**src/rtl/otp_ctrl_pkg.sv**
```systemverilog
// otp_ctrl_pkg: shared types for the OTP partition check responder.
package otp_ctrl_pkg;
  typedef enum logic [3:0] {
    On  = 4'b0101,
    Off = 4'b1010
  } lc_tx_t;
  function automatic logic lc_tx_test_true_loose(input lc_tx_t v);
    return v != Off;
  endfunction
  // Every pair of states differs in at least three bits.
  typedef enum logic [5:0] {
    IdleSt      = 6'b101100,
    IntegSt     = 6'b010110,
    CnstyReqSt  = 6'b110001,
    CnstyWaitSt = 6'b001011,
    AckSt       = 6'b111111,
    ErrorSt     = 6'b000000
  } chk_resp_state_e;
  typedef enum logic {
    ChkInteg = 1'b0,
    ChkCnsty = 1'b1
  } chk_kind_e;
  localparam int unsigned ChkFoldRot = 1;
  function automatic logic [31:0] chk_fold(input logic [31:0] acc, input logic [31:0] w);
    return ((acc << ChkFoldRot) | (acc >> (32 - ChkFoldRot))) ^ w;
  endfunction
endpackage

```
**src/rtl/prim_count.sv**
```systemverilog
// prim_count: up counter with an inverted shadow copy; err_o flags any divergence.
module prim_count #(
  parameter int Width = 2
) (
  input  logic             clk_i,
  input  logic             rst_ni,
  input  logic             clr_i,
  input  logic             incr_i,
  output logic [Width-1:0] cnt_o,
  output logic             err_o
);
  logic [Width-1:0] cnt_q, cnt_inv_q;
  always_ff @(posedge clk_i or negedge rst_ni) begin
    if (!rst_ni) begin
      cnt_q     <= '0;
      cnt_inv_q <= '1;
    end else begin
      cnt_q     <= clr_i ? '0 : incr_i ? cnt_q + 1'b1 : cnt_q;
      cnt_inv_q <= clr_i ? '1 : incr_i ? cnt_inv_q - 1'b1 : cnt_inv_q;
    end
  end
  assign cnt_o = cnt_q;
  assign err_o = cnt_q != ~cnt_inv_q;
endmodule

```
**src/rtl/otp_ctrl_chk_responder.sv**
```systemverilog
// otp_ctrl_chk_responder: answers periodic integrity/consistency check requests for a partition.
// OTP_CTRL_CHK_RESP_CNT_REDUN_EN selects a redundant prim_count for the word index.
module otp_ctrl_chk_responder
  import otp_ctrl_pkg::*;
#(
  parameter int NumWords     = 8,
  parameter int OtpAddrWidth = 11,
  parameter int BaseAddr     = 0,
  localparam int IdxW        = $clog2(NumWords)
) (
  input  logic                    clk_i,
  input  logic                    rst_ni,
  input  logic                    integ_chk_req_i,
  input  logic                    cnsty_chk_req_i,
  output logic                    integ_chk_ack_o,
  output logic                    cnsty_chk_ack_o,
  output logic [IdxW-1:0]         buf_addr_o,
  input  logic [31:0]             buf_rdata_i,
  input  logic [31:0]             digest_i,
  output logic                    otp_req_o,
  output logic [OtpAddrWidth-1:0] otp_addr_o,
  input  logic                    otp_gnt_i,
  input  logic                    otp_rvalid_i,
  input  logic [31:0]             otp_rdata_i,
  input  logic                    otp_err_i,
  input  lc_tx_t                  escalate_en_i,
  output logic                    chk_busy_o,
  output logic                    integ_err_o,
  output logic                    cnsty_err_o,
  output logic                    fsm_err_o
);
  chk_resp_state_e state_q, state_d;
  chk_kind_e kind_q, kind_d;
  logic [31:0] acc_q, acc_d;
  logic [IdxW-1:0] idx;
  logic idx_clr, idx_incr, cnt_err, last;
  logic integ_err_q, cnsty_err_q, integ_err_set, cnsty_err_set;
  assign last = idx == IdxW'(NumWords - 1);
  always_comb begin
    state_d       = state_q;
    kind_d        = kind_q;
    acc_d         = acc_q;
    idx_clr       = 1'b0;
    idx_incr      = 1'b0;
    integ_err_set = 1'b0;
    cnsty_err_set = 1'b0;
    unique case (state_q)
      IdleSt: begin
        if (integ_chk_req_i) begin
          state_d = IntegSt;
          kind_d  = ChkInteg;
          acc_d   = '0;
          idx_clr = 1'b1;
        end else if (cnsty_chk_req_i) begin
          state_d = CnstyReqSt;
          kind_d  = ChkCnsty;
          idx_clr = 1'b1;
        end
      end
      IntegSt: begin
        acc_d         = chk_fold(acc_q, buf_rdata_i);
        idx_incr      = !last;
        integ_err_set = last && acc_d != digest_i;
        state_d       = last ? AckSt : IntegSt;
      end
      CnstyReqSt: state_d = otp_gnt_i ? CnstyWaitSt : CnstyReqSt;
      CnstyWaitSt: begin
        if (otp_rvalid_i) begin
          if (otp_err_i) begin
            cnsty_err_set = 1'b1;
            state_d       = ErrorSt;
          end else begin
            cnsty_err_set = otp_rdata_i != buf_rdata_i;
            idx_incr      = !last;
            state_d       = last ? AckSt : CnstyReqSt;
          end
        end
      end
      AckSt:   state_d = IdleSt;
      ErrorSt: state_d = ErrorSt;
      default: state_d = ErrorSt;
    endcase
    // Escalation and index corruption win over every transition, including the ack.
    if (lc_tx_test_true_loose(escalate_en_i) || cnt_err) state_d = ErrorSt;
  end
  always_ff @(posedge clk_i or negedge rst_ni) begin
    if (!rst_ni) begin
      state_q     <= IdleSt;
      kind_q      <= ChkInteg;
      acc_q       <= '0;
      integ_err_q <= 1'b0;
      cnsty_err_q <= 1'b0;
    end else begin
      state_q     <= state_d;
      kind_q      <= kind_d;
      acc_q       <= acc_d;
      integ_err_q <= integ_err_q | integ_err_set;
      cnsty_err_q <= cnsty_err_q | cnsty_err_set;
    end
  end
`ifdef OTP_CTRL_CHK_RESP_CNT_REDUN_EN
  prim_count #(
    .Width(IdxW)
  ) u_prim_count_idx (
    .clk_i,
    .rst_ni,
    .clr_i (idx_clr),
    .incr_i(idx_incr),
    .cnt_o (idx),
    .err_o (cnt_err)
  );
`else
  logic [IdxW-1:0] idx_q;
  always_ff @(posedge clk_i or negedge rst_ni) begin
    if (!rst_ni) idx_q <= '0;
    else idx_q <= idx_clr ? '0 : idx_incr ? idx_q + 1'b1 : idx_q;
  end
  assign idx     = idx_q;
  assign cnt_err = 1'b0;
`endif
  assign integ_chk_ack_o = state_q == AckSt && kind_q == ChkInteg;
  assign cnsty_chk_ack_o = state_q == AckSt && kind_q == ChkCnsty;
  assign buf_addr_o      = idx;
  assign otp_req_o       = state_q == CnstyReqSt;
  assign otp_addr_o      = OtpAddrWidth'(BaseAddr) + OtpAddrWidth'(idx);
  assign chk_busy_o      = state_q == IntegSt || state_q == CnstyReqSt ||
                           state_q == CnstyWaitSt || state_q == AckSt;
  assign integ_err_o     = integ_err_q;
  assign cnsty_err_o     = cnsty_err_q;
  assign fsm_err_o       = state_q == ErrorSt;
endmodule
```
**config.mk**
```make
export PLATFORM = sky130hd
export DESIGN_NAME = otp_ctrl_chk_responder
export DESIGN_NICKNAME = d
export VERILOG_FILES = /design/src/rtl/otp_ctrl_pkg.sv /design/src/rtl/prim_count.sv /design/src/rtl/otp_ctrl_chk_responder.sv
export SDC_FILE = /design/constraint.sdc
export NUM_CORES = 1
export LEC_CHECK = 0
export BUFFER_PORTS_ARGS = -buffer_cell sky130_fd_sc_hd__buf_4
export CAP_MARGIN = 20
export CELL_PAD_IN_SITES_DETAIL_PLACEMENT = 1
export CELL_PAD_IN_SITES_GLOBAL_PLACEMENT = 1
export CORE_MARGIN = 10
export CORE_UTILIZATION = 37
export DETAILED_ROUTE_END_ITERATION = 16
export PLACE_DENSITY = 0.91
export SLEW_MARGIN = 40
export SYNTH_ARGS = -nofsm -noshare
export SYNTH_HDL_FRONTEND = slang
export SYNTH_SLANG_ARGS = --single-unit
```
**constraint.sdc**
```tcl
create_clock -name clk_i -period 1.86 [get_ports clk_i]
set_input_delay 0.186 -clock clk_i [delete_from_list [all_inputs] [get_ports clk_i]]
set_output_delay 0.186 -clock clk_i [all_outputs]
set_load 0.02 [all_outputs]
```
==> impl_metrics.env <==
export IMPL_seqPwrFrac_pct=43.3
export IMPL_fin_tns_setup_ps=0
export IMPL_nNetsFinal=548
export IMPL_clk_pin_slew_ps=80
export IMPL_hold_depth=2
export IMPL_status="completed"
export IMPL_cts_tree="yes"
export IMPL_vias=2884
export IMPL_fmax_mhz=546
export IMPL_rows=34
export IMPL_slowest_delay_ps=530
export IMPL_crit_cells=6
export IMPL_ir_worst_vdd_v=0.000313
export IMPL_ys_flop_type="dfrtp_1"
export IMPL_slowest_stage="dfstp_2"
export IMPL_n_antenna_cell=0
export IMPL_critPathKind="flip-flop to output port"
export IMPL_fin_cells=547
export IMPL_cts_root_buf="clkbuf_8"
export IMPL_antenna_found_initial=0
export IMPL_ys_types=46
export IMPL_placed_cells=532
export IMPL_drt_pre_antenna_iters=4
export IMPL_final_seq_area_mm2=0.00110
export IMPL_start_kind="flip-flop"
export IMPL_slew_headroom_pct=61.3
export IMPL_layout_min_cycle_time_ps=1830
export IMPL_multi_input_area_mm2=0.00209
export IMPL_setup_viol=0
export IMPL_r2r_end="integ_err_o"
export IMPL_grt_pass1_vias=3326
export IMPL_die_w_um=114
export IMPL_grt_max_degree=45
export IMPL_grt_pass1_wl_um=17600
export IMPL_synth_top_area_cell="dfrtp_1"
export IMPL_synth_edf_count=0
export IMPL_areaGrowthSynthToFinish_pct=36.6
export IMPL_cap_violations=0
export IMPL_dieArea_mm2=0.0130
export IMPL_worstReg2RegStart="acc_q[24]"
export IMPL_io_buffers=119
export IMPL_via_per_inst=5.27
export IMPL_grt_usage_pct=17.1
export IMPL_worstHoldEndpoint="kind_q"
export IMPL_critPathTopFamily="flip-flops"
export IMPL_power_switching_w=0.000654
export IMPL_path_cells="and4bb_1, buf_4, and2_4, o21ai_2, nand2_1, buf_6"
export IMPL_internal_power_w=0.00173
export IMPL_period_share_pct=98.5
export IMPL_nFillCells=1021
export IMPL_path_buf_inv=2
export IMPL_ys_seq_area_share_pct=33.7
export IMPL_clk_latency_ps=300
export IMPL_drt_iter0_markers=147
export IMPL_cts_max_path_buffers=2
export IMPL_place_congestion=0.840
export IMPL_final_layout_size_suffix_gt1_share_pct=36.9
export IMPL_met3_usage_pct=6.39
export IMPL_cts_num_sinks=44
export IMPL_htreeDepth=2
export IMPL_die_h_um=114
export IMPL_yosys_top_cells_area="dfrtp_1 31%, xnor2_1 19%, xnor3_1 16%"
export IMPL_synth_cells=308
export IMPL_postRouteAntennaNets=0
export IMPL_netlist_area_mm2=0.00328
export IMPL_grt_use_met1_pct=18.8
export IMPL_drv_slew=0
export IMPL_pre_cts_slack_ps=-64.4
export IMPL_cp_required_ps=1670
export IMPL_rsz0062_at_grt="true"
export IMPL_final_util_pct=51.6
export IMPL_wire_per_inst_um=20.7
export IMPL_drcViolationCount=0
export IMPL_yosysTopAreaCellShare_pct=31.3
export IMPL_final_hold_viol_count=0
export IMPL_tightest_slew_ps=580
export IMPL_r2r_cells=5
export IMPL_grt_util_met2_pct=29.8
export IMPL_finClkSkew_ps=4.95
export IMPL_cp_max_fo=2
export IMPL_yosys_warnings=0
export IMPL_yosys_register_bits=44
export IMPL_syn_avg_cell_area_um2=10.6
export IMPL_start_util_pct=37.8
export IMPL_grt_overflow=0
export IMPL_totalWireLength_um=11300
export IMPL_setup_ws_ps=28.8
export IMPL_ioPinCount=128
export IMPL_core_area_mm2=0.00868
export IMPL_numCtsBuffers=5
export IMPL_swShare_pct=27.4
export IMPL_r2r_slack_ps=60
export IMPL_worstHoldStart="integ_chk_req_i"
export IMPL_pwr_density_cell_mw_per_mm2=533
export IMPL_power_frac_clock_pct=27.9
export IMPL_busiest_layer="met2"
export IMPL_endpoint_kind="output port"
export IMPL_arrival_ps=1650
export IMPL_power_frac_comb_pct=28.8
export IMPL_hpwlAfterDp_um=9410
export IMPL_ys_async_sr_fraction_pct=100
export IMPL_p_leak_nw=2.13
export IMPL_hold_class="primary input to flip-flop"
## Yosys cell counts (2+ instances only)
| cell | instances |
|---|---|
| nor4_1 | 5 |
| a31oi_1 | 2 |
| a211oi_1 | 2 |
| a21oi_1 | 6 |
| nand2_1 | 38 |
| mux2i_1 | 2 |
| ha_1 | 2 |
| dfrtp_1 | 41 |
| nand4_1 | 13 |
| and2_1 | 2 |
| a21oi_4 | 2 |
| clkbuf_1 | 3 |
| o21ai_1 | 6 |
| o21ai_0 | 27 |
| nand3_1 | 5 |
| nor2_1 | 9 |
| buf_4 | 11 |
| xnor3_1 | 24 |
| dfstp_2 | 3 |
| nor3_1 | 5 |
| buf_6 | 4 |
| xnor2_1 | 72 |
## kinds of logic after synthesis
family,share of synthesized area (%)
AND/OR/NAND/NOR,14.3
adder cells (fa/ha/maj),0.764
AO/OA/AOI/OAI,10.0
XOR/XNOR,36.0
buffers and inverters,4.47
multiplexers,0.611
other,0.114
flip-flops,33.7
## power by group through the flow
stage | Combinational [W] | Clock [W] | Sequential [W]
after floorplan | 0.000355 | 0 | 0.00104
after global placement | 0.000642 | 0 | 0.00105
after detailed placement | 0.000671 | 0 | 0.00105
after CTS | 0.000682 | 0.000673 | 0.00103
after global routing | 0.000739 | 0.000716 | 0.00104
final | 0.000686 | 0.000666 | 0.00103
## worst max-delay path by stage
stage	endpoint	slack, ps	start
2_1_floorplan	state_q[1]	160	state_q[1]
3_3_place_gp	state_q[1]	-90	state_q[5]
3_5_place_dp	integ_err_o	-60	acc_q[3]
4_1_cts	chk_busy_o	2	state_q[5]
5_1_grt	chk_busy_o	-60	state_q[1]
6_report	chk_busy_o	30	state_q[5]
## layout by cell type, fill, tap and decap left out, drive strengths merged, types with 3 or more instances in the layout
cell    count
o21ai      33
nor4        5
dfstp       3
buf       134
xnor2      72
nand4      13
nor3        6
nand3       5
nor2        9
nand2      39
clkbuf      7
dfrtp      41
a21oi       8
xnor3      24
conb        8
## layer usage
| metal | up-vias | routed length, um | share of wire (%) |
|---|---|---|---|
| li1 | 1319 | - | - |
| met3 | 17 | 931 | 8.2 |
| met1 | 1443 | 4410 | 39 |
| met2 | 105 | 5770 | 51 |
| met5 | - | 0 | 0 |
| met4 | 0 | 227 | 2.0 |
## layout make-up
class                           count  area share, %
Clock buffer                        7           2.15
Timing Repair Buffer              135           23.2
Multi-Input combinational cell    251           46.8
Inverter                            2          0.168
Tap cell                          108           3.02
Sequential cell                    44           24.7
## repair_timing
action | CTS | global route
hold endpoints to repair | 41 | 0
pin swaps | 1 | 13
resized for setup | 4 | 7
buffers inserted | 2 | 5
setup endpoints to repair | 5 | 10
hold buffers | 1 | 0
## per-stage QoR
stage	instance area (um2)	hold WS [ps]	total power, W
floorplan	3300	-110	0.00139
global placement	4260	213	0.00169
detailed placement	4270	227	0.00172
CTS	4410	101	0.00239
global route	4480	121	0.00249
finish	4480	126	0.00238
## registers in the layout (all words and copies together) (netlist names)
signal,flops
acc_q,32
buf_addr_o,3
cnsty_err_o,1
integ_err_o,1
kind_q,1
state_q,6
No activity file was read; power rests on OpenSTA's default activity.
